`src/rtl/vend_pkg.sv`:
```
// Shared types and constants for the vending controller: FSM states,
// coin encoding and the coin value table.
package vend_pkg;

   localparam int unsigned MAX_CREDIT_DEF = 1000;
   localparam int unsigned PRICE_W        = 10;
   localparam int unsigned STOCK_W        = 4;
   localparam int unsigned COIN_W         = 3;

   typedef enum logic [1:0] {
      IDLE   = 2'd0,
      CREDIT = 2'd1,
      VEND   = 2'd2,
      CHANGE = 2'd3
   } vend_state_e;

   typedef enum logic [COIN_W-1:0] {
      COIN5   = 3'd0,
      COIN10  = 3'd1,
      COIN25  = 3'd2,
      COIN50  = 3'd3,
      COIN100 = 3'd4,
      COIN500 = 3'd5
   } coin_code_e;

   // Face value in cents; codes 6-7 are not coins and are worth nothing.
   function automatic logic [PRICE_W-1:0] coinValue(input logic [COIN_W-1:0] code);
      case (code)
         3'd0:    coinValue = 10'd5;
         3'd1:    coinValue = 10'd10;
         3'd2:    coinValue = 10'd25;
         3'd3:    coinValue = 10'd50;
         3'd4:    coinValue = 10'd100;
         3'd5:    coinValue = 10'd500;
         default: coinValue = 10'd0;
      endcase
   endfunction

endpackage

```
`src/rtl/change_picker.sv`:
```
// Greedy change selection: largest coin not exceeding the amount still owed.
module change_picker
   import vend_pkg::*;
#(
   parameter int unsigned CREDIT_W = 11
) (
   input  logic [CREDIT_W-1:0] amount,
   output logic [COIN_W-1:0]   code,
   output logic [PRICE_W-1:0]  value
);

   always_comb begin
      code = COIN5;
      if (32'(amount) >= 32'd500)      code = COIN500;
      else if (32'(amount) >= 32'd100) code = COIN100;
      else if (32'(amount) >= 32'd50)  code = COIN50;
      else if (32'(amount) >= 32'd25)  code = COIN25;
      else if (32'(amount) >= 32'd10)  code = COIN10;
      value = coinValue(code);
   end

endmodule

```
`src/rtl/vend_controller.sv`:
```
// Vending machine controller: coin credit, item selection, vend handshake
// and greedy change payout, with per-slot price/stock registers.
module vend_controller
   import vend_pkg::*;
#(
   parameter int unsigned NUM_ITEMS  = 9,
   parameter int unsigned CREDIT_W   = 11,
   parameter int unsigned MAX_CREDIT = MAX_CREDIT_DEF
) (
   input  logic                 clk,
   input  logic                 rst_n,
   input  logic                 coin_valid,
   input  logic [2:0]           coin_code,
   input  logic                 sel_valid,
   input  logic [3:0]           sel_idx,
   input  logic                 cancel,
   input  logic                 cfg_wr,
   input  logic [3:0]           cfg_idx,
   input  logic [9:0]           cfg_price,
   input  logic [3:0]           cfg_stock,
   output logic                 dispense_req,
   output logic [3:0]           dispense_idx,
   input  logic                 dispense_ack,
   output logic                 coin_out_valid,
   output logic [2:0]           coin_out_code,
   input  logic                 coin_out_ready,
   output logic [CREDIT_W-1:0]  credit,
   output logic [NUM_ITEMS-1:0] avail,
   output logic [NUM_ITEMS-1:0] oos,
   output logic                 coin_reject,
   output logic                 sel_deny,
   output logic                 busy
);

   localparam int unsigned SUM_W = CREDIT_W + 1;

   vend_state_e          state;
   logic [PRICE_W-1:0]   price [NUM_ITEMS];
   logic [STOCK_W-1:0]   stock [NUM_ITEMS];
   logic [PRICE_W-1:0]   coinOutValue;

   logic [PRICE_W-1:0]   insValue;
   logic [SUM_W-1:0]     insSum;
   logic                 insFits;
   logic                 selInRange;
   logic                 selGood;
   logic [PRICE_W-1:0]   selPrice;
   logic [STOCK_W-1:0]   selStock;
   logic                 cfgInRange;
   logic                 payHandshake;
   logic [CREDIT_W-1:0]  payRemain;
   logic [CREDIT_W-1:0]  pickAmount;
   logic [COIN_W-1:0]    pickCode;
   logic [PRICE_W-1:0]   pickValue;

   // Insertion, selection and payout arithmetic, all kept within the credit ceiling.
   always_comb begin
      insValue   = coinValue(coin_code);
      insSum     = SUM_W'(credit) + SUM_W'(insValue);
      insFits    = (coin_code <= 3'd5) && (insSum <= SUM_W'(MAX_CREDIT));
      selInRange = 32'(sel_idx) < NUM_ITEMS;
      cfgInRange = 32'(cfg_idx) < NUM_ITEMS;
      selPrice   = '0;
      selStock   = '0;
      if (selInRange) begin
         selPrice = price[sel_idx];
         selStock = stock[sel_idx];
      end
      selGood      = selInRange && (selStock != '0) && (SUM_W'(credit) >= SUM_W'(selPrice));
      payHandshake = coin_out_valid && coin_out_ready;
      payRemain    = credit - CREDIT_W'(coinOutValue);
      pickAmount   = payHandshake ? payRemain : credit;
   end

   // Picker looks one coin ahead during a handshake so payout runs at one coin per cycle.
   change_picker #(.CREDIT_W(CREDIT_W)) u_picker (
      .amount(pickAmount),
      .code  (pickCode),
      .value (pickValue)
   );

   always_ff @(posedge clk or negedge rst_n) begin
      if (!rst_n) begin
         state          <= IDLE;
         credit         <= '0;
         dispense_req   <= 1'b0;
         dispense_idx   <= '0;
         coin_out_valid <= 1'b0;
         coin_out_code  <= '0;
         coinOutValue   <= '0;
         coin_reject    <= 1'b0;
         sel_deny       <= 1'b0;
         for (int i = 0; i < int'(NUM_ITEMS); i++) begin
            price[i] <= '0;
            stock[i] <= '0;
         end
      end else begin
         coin_reject <= 1'b0;
         sel_deny    <= 1'b0;
         case (state)
            IDLE, CREDIT: begin
               if (cancel) begin
                  if (state == CREDIT) state <= CHANGE;
                  if (coin_valid) coin_reject <= 1'b1;
               end else if (sel_valid) begin
                  if (state == CREDIT && selGood) begin
                     credit       <= credit - CREDIT_W'(selPrice);
                     state        <= VEND;
                     dispense_req <= 1'b1;
                     dispense_idx <= sel_idx;
                  end else begin
                     sel_deny <= 1'b1;
                  end
                  if (coin_valid) coin_reject <= 1'b1;
               end else if (coin_valid) begin
                  if (insFits) begin
                     credit <= CREDIT_W'(insSum);
                     state  <= CREDIT;
                  end else begin
                     coin_reject <= 1'b1;
                  end
               end
               if (state == IDLE && cfg_wr && cfgInRange) begin
                  price[cfg_idx] <= cfg_price;
                  stock[cfg_idx] <= cfg_stock;
               end
            end
            VEND: begin
               if (coin_valid) coin_reject <= 1'b1;
               if (dispense_ack) begin
                  if (stock[dispense_idx] != '0)
                     stock[dispense_idx] <= stock[dispense_idx] - STOCK_W'(1);
                  dispense_req <= 1'b0;
                  state        <= (credit != '0) ? CHANGE : IDLE;
               end
            end
            CHANGE: begin
               if (coin_valid) coin_reject <= 1'b1;
               if (!coin_out_valid) begin
                  if (credit == '0) begin
                     state <= IDLE;
                  end else begin
                     coin_out_valid <= 1'b1;
                     coin_out_code  <= pickCode;
                     coinOutValue   <= pickValue;
                  end
               end else if (payHandshake) begin
                  credit <= payRemain;
                  if (payRemain == '0) begin
                     coin_out_valid <= 1'b0;
                     state          <= IDLE;
                  end else begin
                     coin_out_code <= pickCode;
                     coinOutValue  <= pickValue;
                  end
               end
            end
            default: state <= IDLE;
         endcase
      end
   end

   // Lamps follow the registered credit/price/stock; green only while accepting selections.
   always_comb begin
      for (int i = 0; i < int'(NUM_ITEMS); i++) begin
         oos[i]   = (stock[i] == '0);
         avail[i] = (state == IDLE || state == CREDIT) && (stock[i] != '0) &&
                    (SUM_W'(credit) >= SUM_W'(price[i]));
      end
   end

   assign busy = (state == VEND) || (state == CHANGE);

endmodule
```
`config.mk`:
```
export PLATFORM = sky130hd
export DESIGN_NAME = vend_controller
export DESIGN_NICKNAME = d
export VERILOG_FILES = /design/src/rtl/vend_pkg.sv /design/src/rtl/change_picker.sv /design/src/rtl/vend_controller.sv
export SDC_FILE = /design/constraint.sdc
export NUM_CORES = 1
export LEC_CHECK = 0
export BUFFER_PORTS_ARGS = -buffer_cell sky130_fd_sc_hd__buf_2
export CAP_MARGIN = 10
export CORE_UTILIZATION = 45
export CTS_CLUSTER_SIZE = 14
export DETAILED_ROUTE_END_ITERATION = 7
export PLACE_DENSITY = 0.73
export SYNTH_ARGS = -nofsm -noshare
export SYNTH_HDL_FRONTEND = slang
export SYNTH_HIERARCHICAL = 1
export SYNTH_SLANG_ARGS = --single-unit
```
`constraint.sdc`:
```
create_clock -name clk -period 5.1 [get_ports clk]
set_input_delay 1.02 -clock clk [delete_from_list [all_inputs] [get_ports clk]]
set_output_delay 1.02 -clock clk [all_outputs]
set_load 0.03 [all_outputs]
```
==> results of run 1 <==
logic make-up after synthesis:
family	count (synthesis)	synth area share [%]
xor+xnor	22	1.57
other cells	1	0.0305
flops	160	32.6
simple gates	316	13.1
buf+inv	167	5.43
mux	149	16.4
compound gates	328	18.1
fa+ha+maj	123	12.7
Yosys cell counts (7+ instances only):
master and number:
a21oi_1 42, o211ai_1 16, and4_1 8, o22a_1 18, a31oi_1 17, nor3_1 17
a21boi_0 9, nor2_1 52, mux2_4 16, ha_1 120, and3_1 10, a2111oi_0 8
nand2b_1 11, mux2i_1 21, o21ai_0 93, nor2b_1 30, inv_1 116, o21ai_1 9
dfrtp_1 160, mux2_2 85, xnor2_1 12, nand2_1 110, o21a_1 31, a21o_1 10
a32oi_1 7, mux4_2 27, a22o_1 17, o22ai_1 7, nor4_1 13, nand3_1 19
or3_1 12, clkbuf_1 36, xor2_1 10
through the flow:
step / setup WS (ns) / hold slack (ns) / area, sq um
after floorplan: 0.313 / 0.467 / 12300
after global placement: 0.394 / 0.490 / 13000
after detailed placement: 0.358 / 0.496 / 13000
after CTS: 0.806 / 0.518 / 13600
after global routing: 0.508 / 0.537 / 13600
final: 0.812 / 0.515 / 13600
worst max-delay path, stage by stage:
cell and delay [ns]:
buf_2 0.34, buf_4 0.34, mux4_2 0.53, mux2i_1 0.14, nor2_1 0.06, a21oi_1 0.12, ha_1 0.30, a21o_1 0.20
nand2_1 0.07, a31oi_1 0.11, nor2b_1 0.17, o311a_1 0.36, a21oi_2 0.32, o21ai_4 0.18, mux2_4 0.35
final cells by class:
cell class	instances	share of cell area (%)
inverter	116	3.20
antenna	2	0.0368
timing repair buffer	94	3.89
clock buffer	21	3.39
tap	341	3.14
clock inverter	11	0.874
sequential	160	29.4
multi-input combinational	939	56.0
power by group through the flow:
stage | Clock [mW] | Combinational (mW) | Sequential [mW]
after CTS | 1.31 | 4.89 | 2.05
after floorplan | 0 | 3.44 | 2.05
after global placement | 0 | 4.74 | 2.06
final | 1.30 | 4.94 | 2.07
after detailed placement | 0 | 4.85 | 2.07
after global routing | 1.35 | 5.45 | 2.11
per-layer routing:
layer | wire, microns | vias to the layer above | GRT usage [%] | part of all wire, %
met2 | 15700 | 451 | 40.9 | 45
met4 | 1030 | 0 | 9.73 | 3.0
met3 | 2900 | 86 | 5.34 | 8.3
met5 | 0 | - | 0 | 0
met1 | 15300 | 5053 | 35.1 | 44
li1 | - | 4773 | - | -
worst min path at each step:
stage | end | slack (ns) | depth (start not counted)
6_report | coinOutValue[0] | 0.52 | 1
3_3_place_gp | stock[8] | 0.49 | 2
2_1_floorplan | stock[9] | 0.47 | 2
5_1_grt | coinOutValue[5] | 0.54 | 1
3_5_place_dp | coinOutValue[5] | 0.50 | 1
4_1_cts | coin_out_code[0] | 0.52 | 1
sequential cells by signal, indices dropped and copies added, names as in the netlist:
register	count
sel_deny	1
state	2
coin_reject	1
dispense_req	1
price	90
coin_out_code	3
coin_out_valid	1
stock	36
coinOutValue	10
dispense_idx	4
credit	11
layout by cell type (no fill, tap or decap), drive strengths merged, types with 8 or more instances in the layout:
cell and n:
a22o 17, mux2 101, and3 10, a21o 10, a21boi 9, mux4 27, nor4 14, xnor2 12
nand3 19, a31oi 18, o21a 31, nor2 53, and4 8, mux2i 21, o22ai 8, ha 120
nand2b 12, nor3 17, nor2b 30, buf 94, nand2 110, o22a 18, a21oi 45, or3 12
xor2 10, a2111oi 8, inv 122, o21ai 103, clkbuf 21, dfrtp 160, o211ai 18
==> results.sh, run 1 <==
export IMPL_status="completed"
export IMPL_firstDrtPassIters=5
export IMPL_seqPwrFrac_pct=24.9
export IMPL_slew_violations=0
export IMPL_vias=10400
export IMPL_multi_input_area_sq_um=7620
export IMPL_hold_path_class="reg2reg"
export IMPL_synthFlopType="dfrtp_1"
export IMPL_switchingPower_mw=3.98
export IMPL_die_area_sq_um=27900
export IMPL_ir_drop_uv=311
export IMPL_netlist_area_sq_um=12300
export IMPL_port_buffers=73
export IMPL_cts_buffers_inserted=17
export IMPL_ios=74
export IMPL_hold_viol=0
export IMPL_ant_nets=0
export IMPL_async_flop_share_pct=100
export IMPL_crit_path_end="credit[6]"
export IMPL_setup_violations_final=0
export IMPL_max_cap_viol_count=0
export IMPL_dp_hpwl_microns=26300
export IMPL_ctsHoldBuffers=0
export IMPL_antenna_found_initial=2
export IMPL_switching_share_pct=47.8
export IMPL_cts_sinks=160
export IMPL_rsz0062_at_grt="no"
export IMPL_fin_skew_ns=0.0137
export IMPL_area_growth_pct=10.8
export IMPL_arrival_ns=4.61
export IMPL_grt_pass1_vias=10300
export IMPL_core_sq_um=26900
export IMPL_area_sequential_sq_um=4000
export IMPL_grt_use_total_pct=25.9
export IMPL_slew_headroom_pct=25.7
export IMPL_r2r_start="credit[0]"
export IMPL_h_tree_depth=4
export IMPL_comb_power_share_pct=59.5
export IMPL_synth_fp_nets=1422
export IMPL_setup_worst_path_class="in2reg"
export IMPL_yosysWarningCount=6
export IMPL_yosys_area_top_type="dfrtp_1"
export IMPL_cts_root_buf="clkbuf_16"
export IMPL_cts_resized=0
export IMPL_drive_gt1_share_pct=20.3
export IMPL_via_per_inst=6.15
export IMPL_p_total_mw=8.31
export IMPL_grt_pass1_wl_microns=56400
export IMPL_routabilityCongestion=0.941
export IMPL_period_share_pct=84.1
export IMPL_worst_slew_pin_slew_ns=1.10
export IMPL_reg2reg_setup_slack_ns=1.02
export IMPL_drt_initial_drc_count=905
export IMPL_cp_max_fo=15
export IMPL_crit_path_start_kind="input pin"
export IMPL_fin_util_pct=50.6
export IMPL_p_leak_nw=6.17
export IMPL_final_nets=1484
export IMPL_num_rows=60
export IMPL_cp_required_ns=5.42
export IMPL_finalNonFillerCells=1684
export IMPL_synth_cells=1266
export IMPL_wire_per_inst_microns=20.7
export IMPL_ys_seq_area_share_pct=32.6
export IMPL_clkLatencyLatePin_ns=0.44
export IMPL_cts_path_max_buffers=2
export IMPL_yosys_area_top_type_share_pct=32.6
export IMPL_timing_fmax_mhz=233
export IMPL_initial_core_util_pct=45.7
export IMPL_ys_types=82
export IMPL_ys_ff_latch=160
export IMPL_grt_max_degree=81
export IMPL_die_y_microns=167
export IMPL_p_per_area_nw_per_um2=611
export IMPL_drc=0
export IMPL_timing_critical_path_from="sel_idx[0]"
export IMPL_die_x_microns=167
export IMPL_num_fill_cells=2477
export IMPL_syn_area_per_cell_sq_um=9.70
export IMPL_clk_pin_slew_ns=0.07
export IMPL_post_route_min_period_ns=4.29
export IMPL_p_int_mw=4.34
export IMPL_overflow=0
export IMPL_power_frac_clock_pct=15.6
export IMPL_cts_tree="built"
export IMPL_wl_microns=34900
export IMPL_synth_enable_flop_cells=0
export IMPL_yosys_top_cells_area="dfrtp_1 33%, ha_1 12%, mux2_2 7.8%, mux4_2 5.0%, o21ai_0 3.8%"
export IMPL_timing_rr_end="coin_out_code[0]"
export IMPL_r2r_cells=14
export IMPL_hp_start="coinOutValue[0]"
export IMPL_cp_end_kind="register"
export IMPL_post_cts_setup_buffers=0
export IMPL_place_inst=1650
export IMPL_fin_tns_setup_ns=0
Note: power is estimated with default switching activity, not from simulation.
==> run 2: changes to the inputs <==
- clock period: 5.1 -> 4 ns (I/O delays scaled with it)
==> results.sh, run 2 (synthesized netlist as in run 1, its figures left out) <==
export IMPL_status="completed"
export IMPL_setup_violations_final=0
export IMPL_drive_gt1_share_pct=23.0
export IMPL_hold_path_class="in2async"
export IMPL_fin_util_pct=52.2
export IMPL_r2r_start="credit[1]"
export IMPL_period_share_pct=95.0
export IMPL_die_area_sq_um=27900
export IMPL_timing_fmax_mhz=263
export IMPL_routabilityCongestion=0.939
export IMPL_layout_commonest_cell="dfrtp_1"
export IMPL_via_per_inst=6.20
export IMPL_rsz0062_at_grt="no"
export IMPL_dp_hpwl_microns=27200
export IMPL_grt_pass1_vias=10700
export IMPL_reg_largest_list="price x90, stock x36, credit x11"
export IMPL_p_leak_nw=6.43
export IMPL_grt_use_total_pct=26.1
export IMPL_place_inst=1695
export IMPL_ios=74
export IMPL_antenna_found_initial=2
export IMPL_drc=0
export IMPL_num_rows=60
export IMPL_area_growth_pct=14.3
export IMPL_grt_max_degree=90
export IMPL_clk_pin_slew_ns=0.07
export IMPL_vias=10700
export IMPL_setup_worst_path_class="reg2out"
export IMPL_ctsHoldBuffers=0
export IMPL_worst_slew_pin_slew_ns=1.10
export IMPL_cts_root_buf="clkbuf_16"
export IMPL_max_cap_viol_count=0
export IMPL_initial_core_util_pct=45.7
export IMPL_cts_sinks=160
export IMPL_cp_required_ns=3.20
export IMPL_die_x_microns=167
export IMPL_cpPeakStageDelay_ns=0.48
export IMPL_hold_viol=0
export IMPL_slew_violations=0
export IMPL_ant_nets=0
export IMPL_crit_path_start_kind="register"
export IMPL_wire_per_inst_microns=20.6
export IMPL_post_cts_setup_buffers=0
export IMPL_cts_path_max_buffers=2
export IMPL_reg2reg_setup_slack_ns=0.21
export IMPL_layout_common_cells="160 x dfrtp_1, 120 x ha_1, 116 x inv_1"
export IMPL_cts_buffers_inserted=17
export IMPL_arrival_ns=3.00
export IMPL_cp_end_kind="output pin"
export IMPL_finalNonFillerCells=1728
export IMPL_ir_drop_uv=359
export IMPL_core_sq_um=26900
export IMPL_worst_path_max_delay_cell="dfrtp_1"
export IMPL_largest_register_ffs=90
export IMPL_cts_tree="built"
export IMPL_path_common_cell="o21a_1"
export IMPL_final_nets=1529
export IMPL_crit_chain="buf_4, ha_1, nor2b_1, o21a_1, o21a_1, o21a_1, o21ai_0, a21boi_0, o211ai_1, a21oi_1, buf_2"
export IMPL_grt_pass1_wl_microns=57200
export IMPL_num_fill_cells=2401
export IMPL_largest_register="price"
export IMPL_timing_rr_end="coin_out_code[0]"
export IMPL_timing_critical_path_from="credit[1]"
export IMPL_overflow=0
export IMPL_firstDrtPassIters=5
export IMPL_cts_resized=0
export IMPL_slew_headroom_pct=26.6
export IMPL_wl_microns=35700
export IMPL_crit_path_end="avail[3]"
export IMPL_fin_skew_ns=0.0124
export IMPL_h_tree_depth=4
export IMPL_drt_initial_drc_count=913
export IMPL_cp_max_fo=11
export IMPL_p_per_area_nw_per_um2=788
export IMPL_die_y_microns=167
export IMPL_clkLatencyLatePin_ns=0.44
export IMPL_post_route_min_period_ns=3.80
export IMPL_port_buffers=73
export IMPL_r2r_cells=13
## run 2: worst min path at each step
| stage | startpoint | endpoint | slack, ns | depth (start not counted) |
|---|---|---|---|---|
| after detailed placement | coinOutValue[3] | coinOutValue[3] | 0.49 | 1 |
| after global routing | rst_n | coin_out_code[0] | 0.47 | 1 |
| final | rst_n | coin_out_code[2] | 0.40 | 1 |
| after CTS | rst_n | coin_out_code[2] | 0.46 | 1 |
| after global placement | coinOutValue[2] | coinOutValue[2] | 0.49 | 1 |
| after floorplan | stock[9] | stock[9] | 0.47 | 2 |
## run 2: critical path, delay by kind of cell (launching register included)
kind            cells  cell delay (ns)
compound gates      7             1.17
fa+ha+maj           1             0.27
buf+inv             2             0.50
flops               1             0.48
simple gates        1             0.13
## run 2: final cells by class
type,instances,area (sq um),area share [%]
multi-input cells,939,7630,54.3
repair buffers,139,905,6.45
well taps,341,427,3.04
clock buffers,17,425,3.03
clock inverters,15,210,1.50
inverters,116,435,3.10
flip-flops and latches,160,4000,28.5
diodes,1,2.50,0.0178
## run 2: where the power goes
part	switching (mW)	internal [mW]	leakage, nW
Clock	0.795	0.965	0.312
Combinational	3.95	2.83	4.07
Sequential	0.471	2.04	2.05
Total	5.22	5.84	6.43
## run 2: metal layers
metal,global-route usage [%],vias to the layer above,part of all wire (%)
met1,34.4,5248,42
met5,0,-,0.022
met3,5.20,96,7.7
met4,9.57,2,3.4
met2,42.5,496,46
li1,-,4870,-
## run 2: through the flow
step           setup TNS (ns)  setup slack, ns  hold slack (ns)  area (sq um)  power (mW)
2_1_floorplan               0           0.0320            0.467         12300        7.01
3_3_place_gp                0           0.0209            0.492         13400        8.95
3_5_place_dp           -0.756          -0.0877            0.492         13400        9.16
4_1_cts                     0            0.194            0.461         14000        11.0
5_1_grt                     0           0.0177            0.466         14000        11.8
6_report                    0            0.199            0.400         14000        11.1
==> run 3: changes to the inputs <==
- RECOVER_POWER: not set -> 50
==> results.sh, run 3 (synthesized netlist as in run 1, its figures left out) <==
export IMPL_ctsHoldBuffers=0
export IMPL_final_area_sq_um=14000
export IMPL_ir_drop_uv=357
export IMPL_period_share_pct=95.5
export IMPL_path_common_cell="o21a_1"
export IMPL_fin_tns_setup_ns=0
export IMPL_cts_root_buf="clkbuf_16"
export IMPL_cts_path_max_buffers=2
export IMPL_die_area_sq_um=27900
export IMPL_arrival_ns=3.02
export IMPL_area_sequential_sq_um=4000
export IMPL_cts_resized=0
export IMPL_max_cap_viol_count=1
export IMPL_reg_largest_list="price x90, stock x36, credit x11"
export IMPL_cts_sinks=160
export IMPL_crit_buf_inv=2
export IMPL_cpPeakStageDelay_ns=0.48
export IMPL_cp_top_family="compound AO/OA/AOI/OAI gates"
export IMPL_area_growth_pct=14.0
export IMPL_routabilityCongestion=0.939
export IMPL_die_x_microns=167
export IMPL_via_per_inst=6.18
export IMPL_timing_fmax_mhz=262
export IMPL_wl_microns=35600
export IMPL_multi_input_area_sq_um=7630
export IMPL_slew_headroom_pct=-52.9
export IMPL_h_tree_depth=4
export IMPL_place_inst=1695
export IMPL_hold_viol=0
export IMPL_num_rows=60
export IMPL_layout_commonest_cell="dfrtp_1"
export IMPL_cts_tree="built"
export IMPL_grt_pass1_wl_microns=57200
export IMPL_clk_pin_slew_ns=0.07
export IMPL_post_route_min_period_ns=3.82
export IMPL_initial_core_util_pct=45.7
export IMPL_largest_register="price"
export IMPL_worst_slew_pin_slew_ns=2.29
export IMPL_hold_path_class="reg2reg"
export IMPL_ant_nets=0
export IMPL_dp_hpwl_microns=27200
export IMPL_drt_initial_drc_count=923
export IMPL_finalNonFillerCells=1728
export IMPL_cp_max_fo=11
export IMPL_wire_per_inst_microns=20.6
export IMPL_vias=10700
export IMPL_post_cts_setup_buffers=0
export IMPL_grt_max_degree=90
export IMPL_rsz0062_at_grt="no"
export IMPL_worst_path_max_delay_cell="dfrtp_1"
export IMPL_p_per_area_nw_per_um2=789
export IMPL_drc=0
export IMPL_cts_buffers_inserted=17
export IMPL_core_sq_um=26900
export IMPL_p_total_mw=11.0
export IMPL_whs_ns=0.515
export IMPL_setup_violations_final=0
export IMPL_largest_register_ffs=90
export IMPL_overflow=0
export IMPL_status="complete, but fails checks"
export IMPL_crit_path_start_kind="register"
export IMPL_drive_gt1_share_pct=22.1
export IMPL_crit_chain="buf_4, ha_1, nor2b_1, o21a_1, o21a_1, o21a_1, o21ai_0, a21boi_0, o211ai_1, a21oi_1, buf_2"
export IMPL_port_buffers=73
export IMPL_cp_required_ns=3.20
export IMPL_setup_worst_path_class="reg2out"
export IMPL_grt_use_total_pct=26.1
export IMPL_grt_pass1_vias=10700
export IMPL_num_fill_cells=2419
export IMPL_violations="max-capacitance violations, max-slew violations"
export IMPL_cp_end_kind="output pin"
export IMPL_ios=74
export IMPL_clkLatencyLatePin_ns=0.44
export IMPL_place_area_sq_um=13400
export IMPL_final_nets=1529
export IMPL_antenna_found_initial=2
export IMPL_layout_common_cells="160 x dfrtp_1, 120 x ha_1, 116 x inv_1"
export IMPL_firstDrtPassIters=6
export IMPL_die_y_microns=167
export IMPL_p_leak_nw=6.38
export IMPL_slew_violations=90
export IMPL_fin_skew_ns=0.0125
run 3: changes by cell type in the layout (fill, tap and decap cells not counted), sizes merged:
cell / delta
buf: -15
clkbuf: +15
run 3: power breakdown:
group | internal, mW | switching (mW) | leakage [nW]
clock network | 0.965 | 0.794 | 0.312
registers | 2.04 | 0.470 | 2.05
logic | 2.82 | 3.95 | 4.02
run 3: path summary, 6_finish.rpt:
check,start,end,slack [ns],cells past startpoint
worst max-delay path,credit[1],avail[3],0.18,11
worst min-delay path,coinOutValue[6],coinOutValue[6],0.52,1
worst max register to register,credit[1],coin_out_code[0],0.21,13
worst min register to register,coinOutValue[6],coinOutValue[6],0.52,1
max in group asynchronous,rst_n,stock[26],0.73,2
min in group asynchronous,rst_n,coin_out_code[2],0.99,1
run 3: worst reg2reg max path, stage by stage, from the launching register on:
cell and delay, ns:
dfrtp_1 0.48, inv_1 0.23, fa_1 0.50, nand2b_1 0.20
a21oi_1 0.19, o211ai_1 0.18, a31oi_1 0.24, or3_1 0.21
xnor2_1 0.14, or4_4 0.55, nor2_2 0.18, a31oi_2 0.12
or2_1 0.22, mux2_4 0.25
run 3: layout make-up:
class                   instances  share of cell area (%)
inverters                     116                    3.11
clock buffers                  17                    3.04
flip-flops and latches        160                    28.6
multi-input cells             939                    54.5
well taps                     341                    3.05
diodes                          1                  0.0179
clock inverters                15                    1.50
repair buffers                139                    6.14
run 3: per-layer routing:
metal,global-route usage [%],share of wire [%],vias up
met5,0,0.022,-
met3,5.20,7.7,89
met4,9.57,3.2,2
li1,-,-,4857
met2,42.5,47,502
met1,34.4,43,5225
run 3: per-stage QoR:
stage               util, %  setup slack (ns)
finish                 52.1             0.180
global route           52.1            0.0177
CTS                    52.2             0.194
detailed placement     49.8           -0.0877
global placement       49.8            0.0209
floorplan                 -            0.0320
